[src/rtl/alu_arbiter_2.sv]
// -----------------------------------------------------------------------------
// alu_arbiter_2
//   Shares a single ALU between two requesters (e.g. execute stage on r0 and
//   branch-compare on r1). Requests arrive on valid/ready channels and are
//   granted round-robin. The granted operation is latched, launched with a
//   one-cycle alu_start pulse, and its result/status is returned on the
//   granted requester's valid/ready response channel. A watchdog forces a
//   timeout response if the ALU never reports finished.
//
//   Only one operation is in flight at a time: IDLE -> ISSUE -> WAIT -> RESPOND.
//
// Parameters
//   WORD_SIZE       operand/result width
//   TIMEOUT_CYCLES  WAIT cycles before a forced timeout response (>= 2)
//   CNT_W           watchdog counter width, must hold TIMEOUT_CYCLES
//
// Ports
//   clock, reset                 rising-edge clock, synchronous active-high reset
//   rN_req_valid/ready           request handshake for requester N (N = 0, 1)
//   rN_a, rN_b, rN_control       operands and ALU control code (forwarded as-is)
//   rN_rsp_valid/ready           response handshake for requester N
//   rN_result, rN_flags          captured result and
//                                {timeout, invalid_control, overflow, cout, zero}
//   alu_start                    one-cycle launch pulse to the ALU
//   alu_input_a/b, alu_control   latched operation driven to the ALU
//   alu_finished, alu_result     ALU completion and result
//   alu_zero/cout/overflow/invalid_control  ALU status bits
//
// Optional build macro ALU_ARB_STATS_EN
//   Adds saturating statistics outputs stat_ops0, stat_ops1 (accepted requests
//   per requester, 16 bit) and stat_timeouts (watchdog expiries, 8 bit).
// -----------------------------------------------------------------------------
module alu_arbiter_2 #(
  parameter int WORD_SIZE      = 32,
  parameter int TIMEOUT_CYCLES = 16,
  parameter int CNT_W          = 5
) (
  input  logic                 clock,
  input  logic                 reset,

  input  logic                 r0_req_valid,
  output logic                 r0_req_ready,
  input  logic [WORD_SIZE-1:0] r0_a,
  input  logic [WORD_SIZE-1:0] r0_b,
  input  logic [3:0]           r0_control,
  output logic                 r0_rsp_valid,
  input  logic                 r0_rsp_ready,
  output logic [WORD_SIZE-1:0] r0_result,
  output logic [4:0]           r0_flags,

  input  logic                 r1_req_valid,
  output logic                 r1_req_ready,
  input  logic [WORD_SIZE-1:0] r1_a,
  input  logic [WORD_SIZE-1:0] r1_b,
  input  logic [3:0]           r1_control,
  output logic                 r1_rsp_valid,
  input  logic                 r1_rsp_ready,
  output logic [WORD_SIZE-1:0] r1_result,
  output logic [4:0]           r1_flags,

  output logic                 alu_start,
  output logic [WORD_SIZE-1:0] alu_input_a,
  output logic [WORD_SIZE-1:0] alu_input_b,
  output logic [3:0]           alu_control,
  input  logic                 alu_finished,
  input  logic [WORD_SIZE-1:0] alu_result,
  input  logic                 alu_zero,
  input  logic                 alu_cout,
  input  logic                 alu_overflow,
  input  logic                 alu_invalid_control
`ifdef ALU_ARB_STATS_EN
  ,
  output logic [15:0]          stat_ops0,
  output logic [15:0]          stat_ops1,
  output logic [7:0]           stat_timeouts
`endif
);

  typedef enum logic [1:0] {
    IDLE    = 2'd0,
    ISSUE   = 2'd1,
    WAIT    = 2'd2,
    RESPOND = 2'd3
  } state_t;

  state_t               state;
  state_t               state_nxt;

  logic                 last_grant;   // id of the most recently granted requester
  logic                 grant_id;     // id owning the operation in flight
  logic [CNT_W-1:0]     watchdog;

  logic                 grant1;
  logic                 accept0;
  logic                 accept1;
  logic                 rsp_ready_g;
  logic                 wd_expired;
  logic                 timeout_evt;

  // Operation latched at acceptance (feeds the ALU from ISSUE onward)
  logic [WORD_SIZE-1:0] op_a_p0;
  logic [WORD_SIZE-1:0] op_b_p0;
  logic [3:0]           op_ctrl_p0;

  // Response captured at the end of WAIT
  logic [WORD_SIZE-1:0] rsp_result_p1;
  logic [4:0]           rsp_flags_p1;

  // Round-robin: on a tie the requester that did not win last time is granted.
  assign grant1      = r1_req_valid && (!r0_req_valid || !last_grant);
  assign accept0     = (state == IDLE) && r0_req_valid && !grant1;
  assign accept1     = (state == IDLE) && grant1;
  assign rsp_ready_g = grant_id ? r1_rsp_ready : r0_rsp_ready;
  assign wd_expired  = (watchdog == CNT_W'(TIMEOUT_CYCLES - 1));
  // A finished in the same cycle as expiry takes priority over the timeout.
  assign timeout_evt = (state == WAIT) && !alu_finished && wd_expired;

  always_comb begin
    state_nxt = state;
    unique case (state)
      IDLE:    if (accept0 || accept1) state_nxt = ISSUE;
      ISSUE:   state_nxt = WAIT;
      WAIT:    if (alu_finished || wd_expired) state_nxt = RESPOND;
      RESPOND: if (rsp_ready_g) state_nxt = IDLE;
      default: state_nxt = IDLE;
    endcase
  end

  always_ff @(posedge clock) begin
    if (reset) begin
      state         <= IDLE;
      last_grant    <= 1'b1;
      grant_id      <= 1'b0;
      watchdog      <= '0;
      op_a_p0       <= '0;
      op_b_p0       <= '0;
      op_ctrl_p0    <= '0;
      rsp_result_p1 <= '0;
      rsp_flags_p1  <= '0;
    end else begin
      state <= state_nxt;
      unique case (state)
        // p0: capture the granted request
        IDLE: begin
          if (accept0 || accept1) begin
            op_a_p0    <= accept1 ? r1_a : r0_a;
            op_b_p0    <= accept1 ? r1_b : r0_b;
            op_ctrl_p0 <= accept1 ? r1_control : r0_control;
            grant_id   <= accept1;
            last_grant <= accept1;
          end
        end
        ISSUE: watchdog <= '0;
        // p1: capture the ALU outcome or the forced timeout
        WAIT: begin
          if (alu_finished) begin
            rsp_result_p1 <= alu_result;
            rsp_flags_p1  <= {1'b0, alu_invalid_control, alu_overflow,
                              alu_cout, alu_zero};
          end else if (wd_expired) begin
            rsp_result_p1 <= '0;
            rsp_flags_p1  <= 5'b10000;
          end else begin
            watchdog <= watchdog + CNT_W'(1);
          end
        end
        default: ;
      endcase
    end
  end

  assign r0_req_ready = accept0;
  assign r1_req_ready = accept1;
  assign r0_rsp_valid = (state == RESPOND) && !grant_id;
  assign r1_rsp_valid = (state == RESPOND) && grant_id;
  assign r0_result    = rsp_result_p1;
  assign r1_result    = rsp_result_p1;
  assign r0_flags     = rsp_flags_p1;
  assign r1_flags     = rsp_flags_p1;

  assign alu_start    = (state == ISSUE);
  assign alu_input_a  = op_a_p0;
  assign alu_input_b  = op_b_p0;
  assign alu_control  = op_ctrl_p0;

`ifdef ALU_ARB_STATS_EN
  function automatic logic [15:0] sat_inc16(input logic [15:0] v);
    return (v == 16'hFFFF) ? v : v + 16'd1;
  endfunction

  function automatic logic [7:0] sat_inc8(input logic [7:0] v);
    return (v == 8'hFF) ? v : v + 8'd1;
  endfunction

  always_ff @(posedge clock) begin
    if (reset) begin
      stat_ops0     <= '0;
      stat_ops1     <= '0;
      stat_timeouts <= '0;
    end else begin
      if (accept0)     stat_ops0     <= sat_inc16(stat_ops0);
      if (accept1)     stat_ops1     <= sat_inc16(stat_ops1);
      if (timeout_evt) stat_timeouts <= sat_inc8(stat_timeouts);
    end
  end
`endif

endmodule

[config.mk]
export PLATFORM = sky130hd
export DESIGN_NAME = alu_arbiter_2
export DESIGN_NICKNAME = d
export VERILOG_FILES = /design/src/rtl/alu_arbiter_2.sv
export SDC_FILE = /design/constraint.sdc
export NUM_CORES = 1
export LEC_CHECK = 0
export CAP_MARGIN = 20
export CORE_AREA = 2 2 127 129
export DETAILED_ROUTE_END_ITERATION = 7
export DIE_AREA = 0 0 129 131
export PLACE_DENSITY = 0.82
export SETUP_SLACK_MARGIN = 0.5
export SYNTH_ARGS = -nofsm -noshare
export SYNTH_HDL_FRONTEND = slang
export SYNTH_SLANG_ARGS = --single-unit
[constraint.sdc]
create_clock -name clock -period 2.5 [get_ports clock]
set_clock_uncertainty 0.15 [all_clocks]
set_input_delay 0.5 -clock clock [delete_from_list [all_inputs] [get_ports clock]]
set_output_delay 0.5 -clock clock [all_outputs]
set_load 0.01 [all_outputs]
# Yosys cells after proc, flatten, opt, wreduce, memory -nomap -nowiden
# Index checks and enable logic that the tools add are counted.
[word_totals] register_bits=114 in_bits=179 output_inout_bits=147 wordCells=54
[classes] addsub=1 eq_ne=9 n_mux=15 reduce_logical=20
[ops] cell="$mux W32" count=4
[ops] cell="$mux W5" count=4
[ops] cell="$pmux W5 S2" count=1
[ops] cell="$pmux W2 S4" count=1
[ops] cell="$logic_and A1 B1 Y1" count=6
[ops] cell="$mux W2" count=3
[ops] cell="$ne A2 B2 Y1 const B" count=3
[ops] cell="$reduce_and A3 Y1" count=2
[ops] cell="$add A5 B1 Y5 const B" count=1
[ops] cell="$eq A5 B4 Y1 const B" count=1
[ops] cell="$eq A2 B2 Y1 const B" count=2
[ops] cell="$logic_not A1 Y1" count=4
[ops] cell="$mux W4" count=1
[ops] cell="$ne A2 B1 Y1 const B" count=2
[ops] cell="$reduce_and A2 Y1" count=2
[ops] cell="$reduce_bool A2 Y1" count=2
[ops] cell="$logic_or A1 B1 Y1" count=3
[ops] cell="$eq A2 B1 Y1 const B" count=1
[ops] cell="$logic_not A2 Y1" count=1
[ops] cell="$mux W1" count=1

# Logic depth before layout (Yosys ltp)
[logic_depth] depth_word=8 mapped_depth=8 ltp_nobuf=6

# Worst setup path after synthesis
# Ideal clock, no wire load.
[synth_timing] path_kind="reg2reg" from="register watchdog[0]" to="register watchdog[3]" setup_time_ns=0.074 arrival_ns=1.782 t_required_ns=2.276 setup_slack_ns=0.494 stages_incl_launch_ff=7 path_buffers=0 synth_period_minus_slack_ns=2.006 cell_sequence="dfxtp_1 > ha_1 > and3_1 > ha_1 > or2_1 > or4_1 > a31oi_1"
[synth_between] elab_chain_cells=4 word_cells_on_any_way=7 classes_between="add/sub (1); eq/ne (2); mux (3); reduce/logical (1)"
[synth_lines] item="start: declaration" line_no="91" rtl="logic [CNT_W-1:0] watchdog;"
[synth_lines] item="start signal: assignment" line_no="164" rtl="watchdog <= watchdog + CNT_W'(1);"
[synth_lines] item="$add A5 B1 Y5" line_no="164"
[synth_lines] item="$mux W5" line_no="160" rtl="end else if (wd_expired) begin"
[synth_lines] item="$mux W5" line_no="156" rtl="if (alu_finished) begin"
[synth_lines] item="$pmux W5 S2" line_no="142" rtl="unique case (state)"
# Several ways; a longest one is shown, not always the timed one. The select of a mux whose other input is x is not followed.
# A chain may end at the register's enable or synchronous reset.

# Worst setup path after layout
[layout_timing] from="register rsp_result_p1[19], in the netlist r0_result[19]" to="output r0_result[19]"
[layout_rtl] item="start: declaration" line_no="106" rtl="logic [WORD_SIZE-1:0] rsp_result_p1;"
[layout_rtl] item="start signal: assignment" line_no="157" rtl="rsp_result_p1 <= alu_result;"
[layout_rtl] item="end: declaration" line_no="48" rtl="output logic [WORD_SIZE-1:0] r0_result,"
# No word-level cell between the ends.

==> metrics <==
CP max-delay cell clkdlybuf4s50_1; largest family of logic cells by synthesized area compound AO/OA/AOI/OAI gates; largest area contributor in the netlist dfxtp_1; wire per inst 17.4 microns; Starting Density 32.4%; Req. time, crit path 1.85 ns; CP arrival 1.32 ns; Layout area overhead 78.3%; Crit Reg-Reg Startpoint watchdog[0]$_SDFFE_PP0P_; Final Routed Wirelength 18400 microns; reg2reg setup slack 0.55 ns; top-area cell type share of the netlist area 45.2%; Critical Path Source Type flip-flop; multiplexer share of the synthesized area 0.397%; hold_sp alu_input_a[6]$_SDFFE_PP0P_; Finished Layout Cells 1059; drc violations 0; Final Util 57.7%; Synth Area in XOR/XNOR 0%; Die Area 16900 sq um; compound-gate portion of the synthesized area 25.0%; worst-case clock buffer depth 2; unrepaired setup endpoints after global routing yes; largest net degree at the start of global routing 68; vias per cell 5.12; dpl cells 1022; maximum clock frequency 0.509 GHz; critical path fanouts, max 3; standard-cell rows 46; library cells used by synthesis 39; pwr/cell area 876 nW/um^2; layout cells sized above 1 9.74%; Syn Area/Cell 9.01 sq um; Final Hold Fails 0; Reg2Reg Depth 6; Num CTS Buffers 17; first-pass GRT wire length 27300 microns; CTS clock-pin slew for the worst setup and hold paths 0.06 ns; htree depth 4; Worst slew margin 50.1%; power consumption 7.88 mW; initial antenna violation count 1; Congestion Overflow GR 0; Hold Path End alu_input_a[6]$_SDFFE_PP0P_; height of the die 131 microns; max incr delay on CP 0.57 ns; min Tclk post-route 1.97 ns; reg-to-reg endpoint watchdog[0]$_SDFFE_PP0P_; Final nets 1015; Setup-failing EPs final 0; Setup crit end kind output pin; Critical Setup Path Class flip-flop to output pin; Worst Setup Slack, final 0.534 ns; worst slack, placed -0.206 ns; DRT iter0 DRCs 305; synth warn 0; DR vias 5425; vias in the first global route 5159; adder-cell share of the synthesized area 1.74%; Synth Area in Simple Gates 16.7%; TritonCTS clock tree built; Final ANT Viol Nets 0; CTS root buf clkbuf_16; Worst-Skew Late Latency 0.39 ns; IO Pins 326; Placed Area 8190 sq um; Hold Path Stages 1; all-layer global routing usage 20.7%; Hold Buf Count CTS 0; Buffers & Inverters on Critical Path 1; Max VDD drop 0.619 mV; cell area after synthesis 5050 sq um; DP HPWL 12700 microns; die width 129 microns; outcome finished clean; CP cell instances clkdlybuf4s50_1; 1st-pass router iterations 4; Slew Limit Fails 0; Final Wtd Congestion 0.792; Slew @ Worst Pin 0.748 ns; core area 15600 sq um; syn_nets 746; synth top area cells dfxtp_1 (45%), a311oi_1 (6.8%), buf_4 (5.7%); Hold WC Path Type flip-flop to flip-flop; final instance area 8990 sq um; leakage power 3.85 nW; ratio of final minimum period to clock period 78.7%; Max-cap violations 0; register bit total from synthesis 114; CTS Sinks 114; Top Family by Delay on Critical Path buffers and inverters; # port buffers 325; cell count after synthesis 560; Seq/Total Area, Yosys 45.2%
final cells by class:
cell class                 count  area [sq um]
fill                        1336          6600
tap                          216           270
sequential                   114          2290
clock buffer                  19           433
inverter                       6          27.5
timing repair buffer         346          3520
clock inverter                13           161
multi-input combinational    344          2280
antenna                        1          2.50
where the power goes:
part / total (mW) / switching, mW / internal, mW
sequential: 2.49 / 0.249 / 2.24
combinational: 2.97 / 1.45 / 1.52
clock: 2.42 / 0.854 / 1.57
flip-flops by register name, indices dropped and copies added, names as in the netlist:
name and flops:
alu_input_b 32, state 2, alu_input_a 32, last_grant 1
alu_control 4, r0_result 32, grant_id 1, watchdog 5
r0_flags 5
placed cells by master (no fill, tap or decap), types with 7 or more instances in the layout:
cell             netlist  final
dlygate4sd2_1          0     12
o2bb2ai_1             29     29
buf_4                 38     14
nor3_1                40     40
a32oi_1               29     29
a22oi_1               36     36
nor2_1                37     37
nand3_1               41     41
clkdlybuf4s50_1        0    268
nand2_1               46     44
a21oi_1                7      7
a311oi_1              39     39
clkbuf_16              0     17
dfxtp_1              114    110
dlymetal6s2s_1         0     38
worst max path at each step:
| stage | startpoint | endpoint | slack, ns | cells past startpoint |
|---|---|---|---|---|
| final | r0_result[19]$_SDFFE_PP0P_ | r0_result[19] | 0.53 | 1 |
| after global routing | watchdog[0]$_SDFFE_PP0P_ | watchdog[0]$_SDFFE_PP0P_ | 0.46 | 6 |
| after CTS | state[0]$_SDFFE_PP0P_ | r0_req_ready | 0.43 | 5 |
| after detailed placement | r1_req_valid | r0_req_ready | -0.21 | 4 |
| after global placement | r1_req_valid | r0_req_ready | -0.22 | 4 |
| after floorplan | watchdog[0]$_SDFFE_PP0P_ | watchdog[3]$_SDFFE_PP0P_ | 0.53 | 6 |
cells in the mapped netlist (all sizes together):
cell type / n
buf: 62
nand3: 41
o211ai: 1
o2bb2ai: 29
ha: 7
a311oi: 39
and2: 2
dfxtp: 114
o221ai: 1
mux2i: 2
or2: 1
clkbuf: 34
inv: 6
or3: 2
a31oi: 1
a21oi: 7
and3: 1
nor3b: 2
nor3: 40
o21a: 1
o21bai: 1
or4: 1
nor2b: 2
nor2: 37
a21boi: 1
nand2b: 5
a22oi: 36
nand2: 46
o21ai: 4
a32oi: 29
or4b: 1
a21bo: 1
a2111oi: 1
o21ba: 1
and3b: 1
metrics by stage:
step | setup TNS [ns] | hold slack [ns]
after floorplan | 0 | 0.300
after global placement | -0.368 | 0.293
after detailed placement | -0.342 | 0.299
after CTS | 0 | 0.314
after global routing | 0 | 0.327
final | 0 | 0.310
per-layer routing:
layer	up-vias	track usage (%)	part of all wire (%)
met5	-	0	0
met4	0	7.16	1.8
met1	2540	24.7	40
li1	2608	-	-
met2	260	35.3	50
met3	17	6.64	8.1
repair_timing:
action	in CTS	in global routing
resized for setup	47	57
endpoints found under the hold margin	0	0
setup buffers	3	1
endpoints found under the setup margin	24	110
pin swaps	0	4
kinds of logic after synthesis:
family                   count (synthesis)
AND/OR/NAND/NOR                        182
multiplexers                             2
AO/OA/AOI/OAI                          153
flip-flops                             114
adder cells (fa/ha/maj)                  7
buffers and inverters                  102
Power figures use the tool's default switching activity.
